==> config.mk <==
export PLATFORM = sky130hd
export DESIGN_NAME = neural_neuron_mac_seq
export DESIGN_NICKNAME = d
export VERILOG_FILES = /design/src/rtl/neuron_pkg.sv /design/src/rtl/neuron_mult_stage.sv /design/src/rtl/neural_neuron_mac_seq.sv
export SDC_FILE = /design/constraint.sdc
export NUM_CORES = 1
export LEC_CHECK = 0
export ABC_AREA = 1
export CAP_MARGIN = 20
export CORE_MARGIN = 8
export CORE_UTILIZATION = 35
export DETAILED_ROUTE_END_ITERATION = 8
export PLACE_DENSITY = 0.58
export SLEW_MARGIN = 20
export SYNTH_ARGS = -nofsm -noshare
export SYNTH_HDL_FRONTEND = slang
export SYNTH_SLANG_ARGS = --single-unit
==> constraint.sdc <==
create_clock -name clk -period 3 [get_ports clk]
set_input_delay 0.6 -clock clk [delete_from_list [all_inputs] [get_ports clk]]
set_output_delay 0.6 -clock clk [all_outputs]
set_load 0.05 [all_outputs]
==> src/rtl/neuron_pkg.sv <==
// Shared types and helpers for the sequential neuron MAC.
// The state enum, the accumulator width rule and a generic sign-extension helper.
package neuron_pkg;

    typedef enum logic [1:0] {
        ST_IDLE  = 2'd0,
        ST_ACCUM = 2'd1,
        ST_DRAIN = 2'd2,
        ST_OUT   = 2'd3
    } state_t;

    // Width that holds N full-precision products plus a bias without overflow.
    function automatic int acc_width(input int n, input int d);
        return 2 * d + $clog2(n);
    endfunction

    // Replicate bit (w-1) of v into every bit above it.
    function automatic logic [63:0] sign_extend(input logic [63:0] v, input int w);
        logic [63:0] r;
        r = 64'd0;
        for (int i = 0; i < 64; i++) begin
            if (i < w) begin
                r[i] = v[i];
            end else begin
                r[i] = v[w-1];
            end
        end
        return r;
    endfunction

endpackage

==> src/rtl/neuron_mult_stage.sv <==
// Registered signed DATA_W x DATA_W multiplier.
// p_vld follows in_vld by one cycle; p_reg holds its last product when no operand pair arrives.
module neuron_mult_stage #(
    parameter int DATA_W = 8
) (
    input  logic                  clk,
    input  logic                  rst,
    input  logic                  in_vld,
    input  logic [DATA_W-1:0]     a,
    input  logic [DATA_W-1:0]     b,
    output logic [2*DATA_W-1:0]   p_reg,
    output logic                  p_vld
);

    logic signed [2*DATA_W-1:0] a_ext_s;
    logic signed [2*DATA_W-1:0] b_ext_s;
    logic signed [2*DATA_W-1:0] prod_s;

    // Widen both operands to product width so the multiply is full precision.
    always_comb begin
        a_ext_s = $signed({{DATA_W{a[DATA_W-1]}}, a});
        b_ext_s = $signed({{DATA_W{b[DATA_W-1]}}, b});
        prod_s  = a_ext_s * b_ext_s;
    end

    // Capture the product and its valid flag.
    always_ff @(posedge clk or posedge rst) begin
        if (rst) begin
            p_reg <= {(2*DATA_W){1'b0}};
            p_vld <= 1'b0;
        end else begin
            p_vld <= in_vld;
            if (in_vld) begin
                p_reg <= prod_s;
            end
        end
    end

endmodule

==> src/rtl/neural_neuron_mac_seq.sv <==
// Sequential neuron: accumulates N_INPUTS x*w products plus a bias, one beat per cycle.
// Optional feature macro NEURON_RELU_EN: clamps negative results to zero on the output port.
module neural_neuron_mac_seq
    import neuron_pkg::*;
#(
    parameter  int N_INPUTS = 4,
    parameter  int DATA_W   = 8,
    localparam int ACC_W    = acc_width(N_INPUTS, DATA_W)
) (
    input  logic              clk,
    input  logic              rst,
    input  logic              s_valid,
    output logic              s_ready,
    input  logic [DATA_W-1:0] s_x,
    input  logic [DATA_W-1:0] s_w,
    input  logic [DATA_W-1:0] s_bias,
    output logic              m_valid,
    input  logic              m_ready,
    output logic [ACC_W-1:0]  m_sum
);

    localparam int P_W   = 2 * DATA_W;
    localparam int CNT_W = $clog2(N_INPUTS + 1);
    localparam logic [CNT_W-1:0] LAST_CNT = CNT_W'(N_INPUTS - 1);

    state_t              state_r;
    logic [ACC_W-1:0]    acc_r;
    logic [CNT_W-1:0]    cnt_r;
    logic [P_W-1:0]      p_s;
    logic                p_vld_s;
    logic                beat_s;
    logic [ACC_W-1:0]    p_ext_s;
    logic [ACC_W-1:0]    bias_ext_s;
    logic [ACC_W-1:0]    sum_s;
    logic [ACC_W-1:0]    result_s;

    neuron_mult_stage #(.DATA_W(DATA_W)) u_mult (
        .clk    (clk),
        .rst    (rst),
        .in_vld (beat_s),
        .a      (s_x),
        .b      (s_w),
        .p_reg  (p_s),
        .p_vld  (p_vld_s)
    );

    // Input readiness depends on state alone; inputs are ignored in DRAIN and OUT.
    always_comb begin
        case (state_r)
            ST_IDLE:  s_ready = 1'b1;
            ST_ACCUM: s_ready = 1'b1;
            default:  s_ready = 1'b0;
        endcase
        beat_s = s_valid && s_ready;
    end

    // Sign-extend operands and form the running sum; only a valid product is added.
    always_comb begin
        p_ext_s    = ACC_W'(sign_extend({{(64-P_W){1'b0}}, p_s}, P_W));
        bias_ext_s = ACC_W'(sign_extend({{(64-DATA_W){1'b0}}, s_bias}, DATA_W));
        if (p_vld_s) begin
            sum_s = acc_r + p_ext_s;
        end else begin
            sum_s = acc_r;
        end
    end

`ifdef NEURON_RELU_EN
    // Clamp negative sums to zero for the output port only.
    always_comb begin
        if (sum_s[ACC_W-1]) begin
            result_s = {ACC_W{1'b0}};
        end else begin
            result_s = sum_s;
        end
    end
`else
    // Present the raw signed sum.
    always_comb begin
        result_s = sum_s;
    end
`endif

    // Control FSM with accumulator, beat counter and registered result port.
    always_ff @(posedge clk or posedge rst) begin
        if (rst) begin
            state_r <= ST_IDLE;
            acc_r   <= {ACC_W{1'b0}};
            cnt_r   <= {CNT_W{1'b0}};
            m_valid <= 1'b0;
            m_sum   <= {ACC_W{1'b0}};
        end else begin
            case (state_r)
                ST_IDLE: begin
                    if (beat_s) begin
                        acc_r   <= bias_ext_s;
                        cnt_r   <= CNT_W'(1);
                        state_r <= ST_ACCUM;
                    end
                end
                ST_ACCUM: begin
                    acc_r <= sum_s;
                    if (beat_s) begin
                        cnt_r <= cnt_r + CNT_W'(1);
                        if (cnt_r == LAST_CNT) begin
                            state_r <= ST_DRAIN;
                        end
                    end
                end
                ST_DRAIN: begin
                    acc_r   <= sum_s;
                    m_sum   <= result_s;
                    m_valid <= 1'b1;
                    state_r <= ST_OUT;
                end
                ST_OUT: begin
                    if (m_ready) begin
                        m_valid <= 1'b0;
                        cnt_r   <= {CNT_W{1'b0}};
                        state_r <= ST_IDLE;
                    end
                end
                default: begin
                    state_r <= ST_IDLE;
                end
            endcase
        end
    end

endmodule

==> results of run 1 <==
cells in the final DEF, fill, tap and decap left out, types with 9 or more instances in the layout:
cell / Yosys / routed
ha_1: 52 / 36
a21oi_1: 32 / 26
nor2_1: 50 / 43
clkdlybuf4s50_1: 0 / 31
clkbuf_16: 0 / 9
inv_2: 3 / 34
o21ai_1: 10 / 13
buf_4: 3 / 64
inv_1: 157 / 123
nand2_2: 7 / 18
fa_1: 56 / 48
o21ai_0: 35 / 29
or2_2: 11 / 9
nand2_4: 0 / 9
buf_6: 2 / 22
nand3_1: 48 / 46
a21oi_2: 5 / 9
ha_4: 0 / 13
nand2_1: 205 / 184
dfrtp_1: 59 / 59
logic make-up (layout without fill, tap and decap cells):
logic type / Yosys count / count (layout)
and+or+nand+nor: 342 / 342
buffers and inverters: 190 / 307
AOI/OAI and AO/OA: 110 / 110
adders and majority gates: 108 / 108
DFF: 59 / 59
xor gates and xnor gates: 14 / 14
muxes: 1 / 1
critical path, cell delays in order:
cell	delay, ns
buf_12	0.11
nand2_4	0.05
inv_2	0.04
fa_1	0.54
inv_2	0.04
fa_1	0.54
inv_2	0.04
fa_1	0.52
inv_1	0.05
fa_1	0.49
inv_2	0.05
ha_4	0.23
a21oi_2	0.14
nand2_2	0.10
inv_2	0.06
nor2_2	0.03
or2_1	0.23
a21oi_2	0.14
or2_1	0.11
a31oi_1	0.06
layout make-up:
class,count,area (µm²)
inverters,161,611.8
flip-flops and latches,59,1476
clock inverters,4,50.05
clock buffers,12,246.5
fillers,1697,8975
repair buffers,130,1249
multi-input cells,575,4467
well taps,225,281.5
routing by layer:
metal / GRT usage (%) / part of all wire (%) / vias to the layer above
met2: 24.14 / 48 / 74
met1: 18.12 / 48 / 2491
met3: 2.063 / 3.2 / 12
li1: - / - / 2770
met5: 0 / 0 / -
met4: 3.534 / 1.2 / 0
per-stage QoR:
stage          setup slack [ns]  util, %  cells  TNS [ns]
6_report                -0.9792    48.29   1166    -7.671
5_1_grt                  -1.163    48.29   1166    -9.191
2_1_floorplan            -1.144        -    824    -8.958
4_1_cts                  -1.133    47.23   1165    -8.917
3_3_place_gp             -1.783    43.48   1132    -17.87
3_5_place_dp             -1.834    43.48   1132    -18.09
path summary, 6_finish.rpt:
check	start	endpoint	slack, ns	depth (start not counted)
max	s_x[5]	u_mult.p_reg[10]	-0.98	20
min	m_sum[16]	m_sum[16]	0.47	2
max reg2reg	state_r[0]	acc_r[15]	0.71	8
min reg2reg	m_sum[16]	m_sum[16]	0.47	2
max in group asynchronous	rst	u_mult.p_reg[4]	1.81	3
min in group asynchronous	rst	acc_r[11]	0.62	2
power groups by stage:
stage | Sequential (mW) | Clock, mW | Combinational [mW]
6_report | 1.51 | 1.03 | 7.97
2_1_floorplan | 1.86 | 0 | 4.91
4_1_cts | 1.51 | 1.05 | 7.72
3_3_place_gp | 1.51 | 0 | 7.13
3_5_place_dp | 1.52 | 0 | 7.20
5_1_grt | 1.56 | 1.09 | 8.93
repair_timing:
action | CTS | global route
gates resized for setup | 144 | 64
endpoints found under the setup margin | 12 | 11
hold endpoints to repair | 0 | 0
pin swaps | 65 | 57
setup buffers | 18 | 6
hold buffers | 0 | 0
==> metrics.md, run 1 <==
| Metric | Value |
|---|---|
| Status | `complete, but fails checks` |
| Failing checks | `negative setup slack` |
| First-pass GRT wire length | `approximately 26,000 µm` |
| WL/cell | `around 13 µm` |
| # clock sinks | `a little under 60` |
| Final Hold Slack | `approximately 0.47 ns` |
| Synth async-reset ratio | `100.0%` |
| Tcrit/Tclk final | `132.6%` |
| Clk_lat worst skew | `between 0.3 and 0.4 ns` |
| P per Cell Area | `around 1300 mW/mm²` |
| Post-Synth XOR/XNOR Area | `1.969%` |
| Row cnt | `48` |
| Top_reg_cell synth | `dfrtp_1` |
| Synth top cells by count | `nand2_1, inv_1, dfrtp_1` |
| WP data required | `3.19 ns` |
| Post-synth net total | `960` |
| Final Hold Viols | `0` |
| Largest family of logic cells by synthesized area | `adder cells` |
| Crit Path Class | `input port to register` |
| Post-route cell area | `roughly 0.0084 mm²` |
| Total Nets Final | `roughly 1.1k` |
| Initial Utilization | `35.87%` |
| H-Tree Depth | `3` |
| Core area | `0.01736 mm²` |
| Nature of the critical path startpoint | `input port` |
| Post-layout min period | `3.979 ns` |
| Iter 0 DRT Violations | `just under 200` |
| Fraction of layout cells with a size suffix above 1 | `a little over a quarter` |
| HP Class | `register to register` |
| Number of flops mapped to enable cells by yosys | `0` |
| Sequential group share of total power | `~14%` |
| Area leader, netlist | `dfrtp_1` |
| GP Congestion | `slightly below 0.9` |
| Area Overhead vs Synth | `34.63%` |
| Die height | `149.4 µm` |
| Slew Limit Headroom | `approximately three fifths` |
| Cell variety after synth | `40` |
| Net Sw Frac | `between 40 and 50%` |
| Die Footprint | `around 0.022 mm²` |
| Total track usage | `roughly 14%` |
| Post-synthesis simple-gate area fraction | `23.41%` |
| CTS max path bufs | `2` |
| WL final | `roughly 15,000 µm` |
| Root buf cell | `clkbuf_16` |
| Routed vias/inst | `roughly 4.6` |
| Overflow after GRT | `0` |
| Detailed Place HPWL | `between 10,000 and 15,000 µm` |
| Sw Pwr | `5.200 mW` |
| Mux contribution to synthesized area | `less than 1%` |
| Synth top area cells | `dfrtp_1, fa_1, nand2_1` |
| Post-Synth Adder-Cell Area | `28.46%` |
| Total Power | `between 10 and 15 mW` |
| Initial antenna violation count | `0` |
| Maximum fanout along the worst path | `5` |
| F_max | `roughly 250 MHz` |
| Skew final | `approximately 0.0078 ns` |
| N_diodes | `0` |
| Internal power | `approximately 5.3 mW` |
| Compound-Gate Fraction of Synth Area | `between 10% and 20%` |
| Die width | `around 150 µm` |
| Worst EP arrival | `~4.2 ns` |
| Logic pwr share | `between 70% and 80%` |
| # port buffers | `47` |
| DRC | `0` |
| Via Count | `roughly 5.3k` |
| Count leader, synth | `nand2_1` |
| Slew @ Worst Pin | `about 0.61 ns` |
| RSZ-0062 raised after global routing | `true` |
| Yosys reg bits | `about 60` |
| Clock transition at path regs | `about 0.05 ns` |
| Synthesis Warnings | `0` |
| Final Setup Violations | `11` |
| Mapped Area | `between 0.006 and 0.007 mm²` |
| Endpoint class of the critical path | `register` |
| Largest net degree at the start of global routing | `39` |
| Max-cap violations | `0` |
| Worst VDD drop | `638.4 µV` |
| Area share of the largest cell type after synthesis | `between 20% and 30%` |
| Fin. max-slew vios | `0` |
| Vias in the first global route | `about 5.6k` |
| Final antenna-violating net count | `0` |
| Pre-Repair DR Iteration Count | `4` |
| Static Leakage | `4.285 nW` |
| I/O pins | `between 40 and 50` |
| TritonCTS clock tree | `built` |
| CTS Buf Count | `9` |
| Cells after Synth | `~820` |
| Seq/Total Area, Yosys | `about a quarter` |
| Synthesized area per cell | `~7.6 µm²` |
| Clock share of power | `about a tenth` |
| Final setup margin | `-0.9792 ns` |
| Area after DPL | `between 0.007 and 0.008 mm²` |
No activity file was read; power rests on OpenSTA's default activity.
==> inputs of run 2 (changes only) <==
- SETUP_SLACK_MARGIN: unset -> 0.3
- SLEW_MARGIN: 20 -> unset
==> run 2 against run 1 <==
  * The flow still finishes with violations (negative setup slack)
  * Register-to-register slack improved by 0.03 ns
  * Critical path depth decreased by 1
  * First-iteration DRC count is 6.6% higher
  * Clock power rose by 21%
  * Hold slack better by 0.0019 ns
  * Cell count is 0.26% lower
  * Flip-flop and latch count stayed put
  * Via count fell by 1.1%
  * Non-clock buffer count fell by 3
  * Largest cell class unchanged
  * Largest power group unchanged
==> metrics.md, run 2 (synthesis results as in run 1) <==
| Metric | Value |
|---|---|
| First-pass GRT wire length | `25,880 µm (-0.16%)` |
| Worst-path cell chain | `buf_6 > buf_8 > or2_4 > fa_1 > fa_1 > inv_2 > fa_1 > inv_1 > fa_1 > inv_2 > ha_4 > nand3b_1 > nand2_2 > inv_2 > nor2_4 > or2_1 > a21oi_2 > or2_1 > a31oi_1` |
| Most frequent cells in the layout | `nand2_1, inv_1, dfrtp_1, buf_4, fa_1` |
| Finished Core Util | `48.36% (+0.072 points)` |
| HP Class | `register to register` |
| Area after DPL | `0.007527 mm² (-0.27%)` |
| Maximum fanout along the worst path | `8 (+3)` |
| Reg-to-Reg Start | `u_mult.p_reg[0]` |
| Total track usage | `14.18% (+0.11 points)` |
| Area Overhead vs Synth | `34.83%` |
| Overflow after GRT | `0 (unchanged)` |
| Initial Utilization | `35.87% (unchanged)` |
| Post-layout min period | `4.079 ns (+0.09941 ns)` |
| Die width | `149.4 µm (unchanged)` |
| Hold_buf cts | `0 (unchanged)` |
| Total Power | `10.60 mW (+0.83%)` |
| Fin. max-slew vios | `0 (unchanged)` |
| Endpoint class of the critical path | `register` |
| Vias in the first global route | `5,518 (-1.1%)` |
| Critical R2R Capture | `acc_r[14]` |
| Root buf cell | `clkbuf_16` |
| Critical Path Stages | `19 (-5.0%)` |
| Largest net degree at the start of global routing | `35 (-10%)` |
| WP data required | `3.25 ns (+0.06 ns)` |
| Setup slack at placement | `-1.833 ns (+0.001430 ns)` |
| Crit Path Class | `input port to register` |
| Total Nets Final | `1,069 (-0.28%)` |
| TritonCTS clock tree | `built` |
| N_diodes | `0 (unchanged)` |
| GP Congestion | `0.8565 (-2.0%)` |
| Hold Path Depth | `2 (unchanged)` |
| H-Tree Depth | `3 (unchanged)` |
| WP buf/inv | `6 (-1)` |
| Final antenna-violating net count | `0 (unchanged)` |
| Initial antenna violation count | `0 (unchanged)` |
| Nature of the critical path startpoint | `input port` |
| Final setup margin | `-1.079 ns (-0.09941 ns)` |
| Hold_sp | `m_sum[12]` |
| Via Count | `5,290 (-1.1%)` |
| Pre-Repair DR Iteration Count | `4 (unchanged)` |
| Clock transition at path regs | `0.05 ns (about the same)` |
| Tcrit/Tclk final | `136.0% (+3.3 points)` |
| Die Footprint | `0.02231 mm² (unchanged)` |
| Worst EP arrival | `4.33 ns (+0.16 ns)` |
| Worst path most repeated cell | `fa_1` |
| Hold endpoint | `m_sum[12]` |
| # clock sinks | `59 (unchanged)` |
| Cell family with most CP delay | `adder cells` |
| Multi-input gate area | `0.004439 mm² (-0.62%)` |
| Iter 0 DRT Violations | `209 (+6.6%)` |
| Static Leakage | `4.274 nW (-0.25%)` |
| Post-route cell area | `0.008394 mm² (+0.15%)` |
| Fraction of layout cells with a size suffix above 1 | `25.80% (-1.2 points)` |
| DRC | `0 (unchanged)` |
| CTS max path bufs | `2 (unchanged)` |
| WL/cell | `12.74 µm (+0.14%)` |
| Skew final | `0.006240 ns (-0.001560 ns)` |
| Reg2reg setup slack | `0.74 ns (+0.03 ns)` |
| Clk_lat worst skew | `0.33 ns (about the same)` |
| Final Setup Violations | `11 (unchanged)` |
| Peak per-stage delay on the critical path | `0.52 ns (-0.02 ns)` |
| Routed vias/inst | `4.549 (-0.81%)` |
| Worst VDD drop | `631.1 µV (-1.1%)` |
| Final Hold Viols | `0 (unchanged)` |
| Slew @ Worst Pin | `0.6494 ns (+0.04121 ns)` |
| RSZ-0062 raised after global routing | `true` |
| P per Cell Area | `1263 mW/mm² (+0.68%)` |
| Commonest non-fill, non-tap cell in the layout | `nand2_1` |
| CTS Buf Count | `9 (unchanged)` |
| CP max stage cell | `fa_1` |
| Max-cap violations | `0 (unchanged)` |
| WL final | `14,820 µm (-0.12%)` |
| Die height | `149.4 µm (unchanged)` |
| Post-Place Cells | `1,128 (-0.35%)` |
| Failing checks | `negative setup slack` |
| Core area | `0.01736 mm² (unchanged)` |
| Detailed Place HPWL | `11,620 µm (-1.0%)` |
| Finished Layout Cells | `1,163 (-0.26%)` |
| Slew Limit Headroom | `56.71% (-2.7 points)` |
| Worst Reg-to-Reg Cells | `14 (+6)` |
| Register area | `0.001476 mm² (unchanged)` |
| # port buffers | `47 (unchanged)` |
| Fillers | `1,728 (+1.8%)` |
| F_max | `245.2 MHz (-2.4%)` |
| I/O pins | `48 (unchanged)` |
| Row cnt | `48 (unchanged)` |
| Status | `complete, but fails checks` |
[run 2: cell count changes in the layout (fill, tap and decap cells not counted), sizes merged]
| cell | before | now |
|---|---|---|
| buf | 99 | 96 |
| bufinv | 1 | 3 |
| clkdlybuf4s50 | 31 | 30 |
| dlygate4sd2 | 0 | 1 |
| clkinvlp | 2 | 0 |
[run 2: routing by layer]
| metal | GRT usage [%] | vias up | wire (µm) | part of all wire [%] |
|---|---|---|---|---|
| met5 | 0 | - | 0 | 0 |
| met1 | 18.03 | 2451 | 7098 | 48 |
| li1 | - | 2761 | - | - |
| met2 | 24.68 | 62 | 7129 | 48 |
| met4 | 4.089 | 0 | 228 | 1.5 |
| met3 | 1.699 | 16 | 363 | 2.4 |
[run 2: what timing repair did]
action                                  4_1_cts  5_1_grt
pin swaps                                    55       54
resized for setup                           141       52
setup buffers                                12        6
endpoints found under the setup margin       14       11
[run 2: power breakdown]
group          leakage [nW]  internal, mW  switching, mW
registers             0.708          1.22          0.291
clock network         0.179         0.877          0.368
logic                  3.39          3.40           4.44
total                  4.27          5.50           5.10
[run 2: metrics by stage]
| step | setup TNS (ns) | hold WS (ns) |
|---|---|---|
| 2_1_floorplan | -8.948 | 0.4528 |
| 5_1_grt | -10.17 | 0.4855 |
| 4_1_cts | -9.053 | 0.4820 |
| 3_5_place_dp | -17.92 | 0.4683 |
| 6_report | -8.856 | 0.4768 |
| 3_3_place_gp | -17.54 | 0.4646 |
[run 2: layout make-up]
class                   instances  area share [%]
clock inverters                 4           1.133
flip-flops and latches         59           17.59
repair buffers                127           14.55
inverters                     161           7.319
multi-input cells             575           52.88
clock buffers                  12           3.175
well taps                     225           3.354
[run 2: worst max-delay path by stage]
stage                      start                to
after global placement    s_x[3]  u_mult.p_reg[10]
after floorplan           s_x[3]  u_mult.p_reg[10]
after detailed placement  s_w[4]  u_mult.p_reg[10]
after global routing      s_x[0]  u_mult.p_reg[10]
final                     s_x[0]  u_mult.p_reg[10]
after CTS                 s_x[0]  u_mult.p_reg[10]
[run 2: worst register-to-register path, stage by stage (launching register included)]
cell and delay [ns]:
dfrtp_1 0.37, ha_1 0.25, inv_1 0.07, fa_1 0.39
inv_1 0.07, nand3_1 0.06, nand2_1 0.10, inv_1 0.07
o21bai_2 0.21, nand3_1 0.13, nand2_1 0.08, nand2_1 0.04
nand3_1 0.10, nand3_1 0.10, a21oi_1 0.13
==> inputs of run 3 (changes only) <==
- clock period: 3 -> 4.2 ns (I/O delays scaled with it)
==> run 3 against run 2 <==
  * The flow still finishes with violations (negative setup slack)
  * Hold slack worse by 0.0013 ns
  * Non-clock buffer count fell by 9
  * Clock power shrank 42%
  * Clock-buffer cell count fell by 3
  * Flip-flop and latch count unchanged
  * Core utilization fell by 2.0 points
  * Critical path type unchanged
  * Critical endpoint unchanged
  * Highest routed layer unchanged
==> metrics.md, run 3 (synthesis results as in run 1) <==
| Metric | Value |
|---|---|
| F_max | `234.8 MHz` |
| Detailed Place HPWL | `11,610 µm (about the same)` |
| Total Nets Final | `1,060 (-0.84%)` |
| Peak per-stage delay on the critical path | `0.54 ns (+0.02 ns)` |
| Die width | `149.4 µm (unchanged)` |
| Initial Utilization | `35.87% (unchanged)` |
| Reg2reg setup slack | `1.60 ns (+0.86 ns)` |
| Commonest non-fill, non-tap cell in the layout | `nand2_1` |
| CP max stage cell | `fa_1` |
| Final Hold Viols | `0 (unchanged)` |
| Endpoint class of the critical path | `register` |
| Slew Limit Headroom | `55.81% (-0.90 points)` |
| Worst VDD drop | `408.5 µV (-35%)` |
| Most frequent cells in the layout | `nand2_1, inv_1, buf_4, dfrtp_1, fa_1` |
| Clock transition at path regs | `0.05 ns (about the same)` |
| Largest net degree at the start of global routing | `35 (unchanged)` |
| Fin. max-slew vios | `0 (unchanged)` |
| # clock sinks | `59 (unchanged)` |
| Status | `complete, but fails checks` |
| Setup TNS | `-0.05835 ns (+8.798 ns)` |
| Area Overhead vs Synth | `29.30%` |
| Tcrit/Tclk final | `101.4%` |
| Worst-path cell chain | `buf_6 > buf_6 > nand2_2 > inv_2 > fa_1 > inv_2 > fa_1 > inv_2 > fa_1 > inv_2 > fa_1 > inv_2 > ha_4 > a21oi_4 > nand2_2 > inv_1 > nor2_2 > or2_1 > a21oi_2 > or2_1 > a31oi_1` |
| WL final | `14,400 µm (-2.8%)` |
| Root buf cell | `clkbuf_16` |
| Nature of the critical path startpoint | `input port` |
| Row cnt | `48 (unchanged)` |
| CTS max path bufs | `2 (unchanged)` |
| Fillers | `1,746 (+1.0%)` |
| # port buffers | `47 (unchanged)` |
| DRC | `0 (unchanged)` |
| Post-route cell area | `0.008050 mm² (-4.1%)` |
| P per Cell Area | `898.2 mW/mm² (-29%)` |
| Final setup margin | `-0.05835 ns (+1.020 ns)` |
| N_diodes | `0 (unchanged)` |
| Skew final | `0.004783 ns (-0.001457 ns)` |
| CTS Buf Count | `9 (unchanged)` |
| Die height | `149.4 µm (unchanged)` |
| Via Count | `5,292 (+0.038%)` |
| Final Setup Violations | `1 (-10)` |
| Post-Place Cells | `1,123 (-0.44%)` |
| Worst path most repeated cell | `inv_2` |
| Cell family with most CP delay | `adder cells` |
| Area after DPL | `0.007455 mm² (-0.96%)` |
| GP Congestion | `0.8712 (+1.7%)` |
| Multi-input gate area | `0.004344 mm² (-2.1%)` |
| Total track usage | `13.67% (-0.51 points)` |
| Crit Path Class | `input port to register` |
| Vias in the first global route | `5,367 (-2.7%)` |
| Setup slack at placement | `-0.8709 ns (+0.9621 ns)` |
| WL/cell | `12.48 µm (-2.1%)` |
| Initial antenna violation count | `0 (unchanged)` |
| HP Class | `register to register` |
| Finished Layout Cells | `1,154 (-0.77%)` |
| Fraction of layout cells with a size suffix above 1 | `22.39% (-3.4 points)` |
| Die Footprint | `0.02231 mm² (unchanged)` |
| Final Hold Slack | `0.4755 ns (-0.001270 ns)` |
| Maximum fanout along the worst path | `6 (-2)` |
| Failing checks | `negative setup slack` |
| I/O pins | `48 (unchanged)` |
| Routed vias/inst | `4.586 (+0.82%)` |
| Register area | `0.001476 mm² (unchanged)` |
| Worst EP arrival | `4.45 ns (+0.12 ns)` |
| Overflow after GRT | `0 (unchanged)` |
| Pre-Repair DR Iteration Count | `6 (+2)` |
| Post-layout min period | `around 4.3 ns` |
| Clk_lat worst skew | `0.33 ns (about the same)` |
| Iter 0 DRT Violations | `189 (-9.6%)` |
| Static Leakage | `4.192 nW (-1.9%)` |
| Final antenna-violating net count | `0 (unchanged)` |
| First-pass GRT wire length | `25,100 µm (-3.0%)` |
| Slew @ Worst Pin | `0.6588 ns (+0.009415 ns)` |
| WP buf/inv | `8 (+2)` |
| Max-cap violations | `0 (unchanged)` |
| TritonCTS clock tree | `built` |
| H-Tree Depth | `3 (unchanged)` |
| Core area | `0.01736 mm² (unchanged)` |
| WP data required | `4.39 ns (+1.14 ns)` |
| RSZ-0062 raised after global routing | `true` |
-- run 3: final timing paths --
path | startpoint | endpoint | depth (start not counted)
min in group asynchronous | rst | m_sum[7] | 2
worst min register to register | m_sum[11] | m_sum[11] | 2
worst max register to register | state_r[0] | acc_r[12] | 7
worst min-delay path | m_sum[11] | m_sum[11] | 2
max in group asynchronous | rst | u_mult.p_reg[4] | 3
worst max-delay path | s_x[7] | u_mult.p_reg[10] | 21
-- run 3: worst register-to-register path: stages (launching register included) --
cell and delay [ns]:
dfrtp_1 0.37, inv_1 0.08, ha_1 0.71, inv_2 0.22, a21oi_1 0.24, inv_1 0.17
a21oi_2 0.50, a21oi_1 0.15
-- run 3: routing by layer --
layer / share of wire (%) / vias to the layer above / GRT usage, %
li1: - / 2750 / -
met1: 48 / 2452 / 17.52
met2: 47 / 73 / 23.38
met3: 2.9 / 17 / 1.396
met4: 1.7 / 0 / 4.897
met5: 0 / - / 0
-- run 3: layout make-up --
type	instances	area share [%]
clock buffer	9	2.798
clock inverter	7	0.8548
inverter	161	7.569
timing repair buffer	118	12.98
tap	225	3.497
multi-input combinational	575	53.96
sequential	59	18.34
-- run 3: timing repair --
item | 4_1_cts | 5_1_grt
setup buffers | 12 | 2
resized for setup | 119 | 24
pin swaps | 58 | 49
setup endpoints to repair | 11 | 9
hold buffers | 0 | 0
-- run 3: stage by stage --
| stage | util (%) | power, mW |
|---|---|---|
| 2_1_floorplan | - | 4.818 |
| 3_3_place_gp | 42.95 | 6.092 |
| 3_5_place_dp | 42.95 | 6.145 |
| 4_1_cts | 45.88 | 7.188 |
| 5_1_grt | 46.38 | 7.994 |
| 6_report | 46.38 | 7.231 |
-- run 3: report_power, final --
| group | internal, mW | total [mW] | switching (mW) |
|---|---|---|---|
| Combinational | 2.32 | 5.43 | 3.11 |
| Clock | 0.456 | 0.724 | 0.268 |
| Sequential | 0.872 | 1.08 | 0.208 |
| Total | 3.64 | 7.23 | 3.59 |
==> edit (settings of run 3) <==
Build with the macro `NEURON_RELU_EN` defined.
--- a/src/rtl/neural_neuron_mac_seq.sv
+++ b/src/rtl/neural_neuron_mac_seq.sv
@@ -2,2 +2,4 @@
 // Optional feature macro NEURON_RELU_EN: clamps negative results to zero on the output port.
+`define NEURON_RELU_EN
+
 module neural_neuron_mac_seq
Behaviour: not the same (Yosys sat finds a counterexample within 10 cycles, from zero or initial values and one cycle with rst high).
==> edit against run 3 <==
Critical path depth shrank 4. Sequential cell count shrank 1. Clock power shrank 3.6%. Setup slack gained 0.17 ns. Final area grew 1.0%. Core utilization shrank 0.63 points. Synthesized area grew 0.92%. Die area grew 0.83%. Total power shrank 0.85%. Largest cell class unchanged. Routed wire length grew 3.3%.
==> edit: results (changes against run 3) <==
{| class="wikitable"
! Metric !! Value
|-
| Fillers || 1780 (was 1746)
|-
| Length of the first detailed-routing pass in iterations || 4 (was 6)
|-
| Setup Skew || 0.006779 ns (was 0.004783 ns)
|-
| Worst min-delay path category || reg2reg (unchanged)
|-
| Final GP Congestion || 0.8612 (was 0.8712)
|-
| Register area share after synthesis || 23.10% (was 23.71%)
|-
| Leading post-synthesis cells by cell area || sky130_fd_sc_hd__dfrtp_1 (23%), sky130_fd_sc_hd__fa_1 (18%), sky130_fd_sc_hd__nand2_1 (14%) (was sky130_fd_sc_hd__dfrtp_1 (24%), sky130_fd_sc_hd__fa_1 (18%), sky130_fd_sc_hd__nand2_1 (12%))
|-
| Iter 0 DRT Violations || 185 (was 189)
|-
| Average wire per standard cell || 12.71 um (was 12.48 um)
|-
| Count of different cell masters after synthesis || 40 (unchanged)
|-
| Top post-synthesis cells by count || sky130_fd_sc_hd__nand2_1 (238), sky130_fd_sc_hd__inv_1 (150), sky130_fd_sc_hd__dfrtp_1 (58) (was sky130_fd_sc_hd__nand2_1 (205), sky130_fd_sc_hd__inv_1 (157), sky130_fd_sc_hd__dfrtp_1 (59))
|-
| Final #Nets || 1073 (was 1060)
|-
| Vias per cell || 4.633 (was 4.586)
|-
| Number of vias after detailed routing || 5425 (was 5292)
|-
| Port-buffer cells || 46 (was 47)
|-
| Peak supply drop || 479.0 uV (was 408.5 uV)
|-
| Clock tree root driver cell || sky130_fd_sc_hd__clkbuf_16 (unchanged)
|-
| Async SR Flop Fraction || 100.0% (unchanged)
|-
| Top fanout value on the critical path || 6 (unchanged)
|-
| First-pass GRT wire length || 26160 um (was 25100 um)
|-
| Post-synth net total || 983 (was 960)
|-
| Status || finished clean (was complete, but fails checks)
|-
| HPWL Detailed || 11890 um (was 11610 um)
|-
| Number of antenna violations at the first check in global routing || 0 (unchanged)
|-
| Number of global-route vias before repair || 5596 (was 5367)
|-
| Critical Path Slowest Stage Cell || sky130_fd_sc_hd__fa_1 (unchanged)
|-
| Lkg Pwr || 4.200 nW (was 4.192 nW)
|-
| Data arrival at the endpoint of the critical path || 4.34 ns (was 4.45 ns)
|-
| Fraction of final layout cells with drive strength greater than 1 || 21.76% (was 22.39%)
|-
| Actual slew at the worst max-slew pin || 0.7494 ns (was 0.6588 ns)
|-
| All-Layer GR Usage || 14.16% (was 13.67%)
|-
| Cell count after synthesis || 847 (was 824)
|-
| Maximum single-stage delay on the critical path || 0.52 ns (was 0.54 ns)
|}
==> edit: cell count changes in the layout (fill, tap and decap cells not counted), moves of 5 or more <==
cell,before,now
sky130_fd_sc_hd__nand2_1,193,225
sky130_fd_sc_hd__nand3_2,4,15
sky130_fd_sc_hd__nand3_1,47,37
sky130_fd_sc_hd__inv_1,137,128
sky130_fd_sc_hd__a21o_1,7,1
sky130_fd_sc_hd__buf_6,17,11
sky130_fd_sc_hd__a21oi_1,26,31
sky130_fd_sc_hd__o21ai_1,11,6
==> edit: path summary, 6_finish.rpt <==
kind | from | endpoint | slack [ns] | cells after the start
max reg2reg | state_r[0] | acc_r[12] | 1.58 | 9
min | m_sum[8] | m_sum[8] | 0.47 | 2
max in group asynchronous | rst | u_mult.p_reg[10] | 2.43 | 3
min reg2reg | m_sum[8] | m_sum[8] | 0.47 | 2
max | s_w[7] | u_mult.p_reg[12] | 0.11 | 17
min in group asynchronous | rst | m_sum[5] | 0.96 | 2
==> edit: layout make-up <==
cell class / instances / area [um2] / share of cell area (%)
clock buffers: 14 / 274.0 / 3.369
clock inverters: 2 / 10.01 / 0.1231
inverters: 153 / 589.3 / 7.245
multi-input cells: 606 / 4538 / 55.79
flip-flops and latches: 58 / 1451 / 17.84
well taps: 229 / 286.5 / 3.523
repair buffers: 109 / 984.7 / 12.11
==> edit: what timing repair did <==
| action | 4_1_cts | 5_1_grt |
|---|---|---|
| endpoints found under the hold margin | 0 | 0 |
| pin swaps | 53 | 46 |
| resized for setup | 139 | 35 |
| cloned | 0 | 0 |
| buffers inserted | 7 | 4 |
| hold buffers | 0 | 0 |
| endpoints found under the setup margin | 11 | 9 |
==> edit: cells by family (layout without fill, tap and decap cells) <==
kind of cell / count (synthesis) / in the layout / synth area share [%]
fa+ha+maj: 108 / 108 / 28.20
flops: 58 / 58 / 23.10
buf+inv: 183 / 278 / 11.43
xor+xnor: 15 / 15 / 2.091
simple gates: 378 / 378 / 25.99
compound gates: 104 / 104 / 9.140
other cells: 1 / 1 / 0.05968
==> edit: power by group <==
part	switching (W)	leakage (nW)	internal, W
logic	0.00317	3.35	0.00229
clock network	0.000253	0.143	0.000445
registers	0.000185	0.712	0.000825
==> edit: per-layer routing <==
layer  vias up  track usage [%]  routed length [um]
met3        14            2.238                 591
li1       2803                -                   -
met5         -                0                   0
met1      2524            17.87                6973
met4         0            3.798                 176
met2        84            24.62                7138
==> edit: per-stage QoR <==
step	utilization [%]	total power [W]	setup slack [ns]	hold slack, ns	instance area [um2]
floorplan	-	0.004647	-0.2021	0.4528	6568
global placement	41.91	0.005843	-0.7954	0.4633	7452
detailed placement	41.91	0.005905	-0.8909	0.4655	7452
CTS	44.76	0.006928	0.06866	0.4800	7959
global route	45.75	0.007933	-0.06010	0.4900	8134
finish	45.75	0.007169	0.1073	0.4731	8134
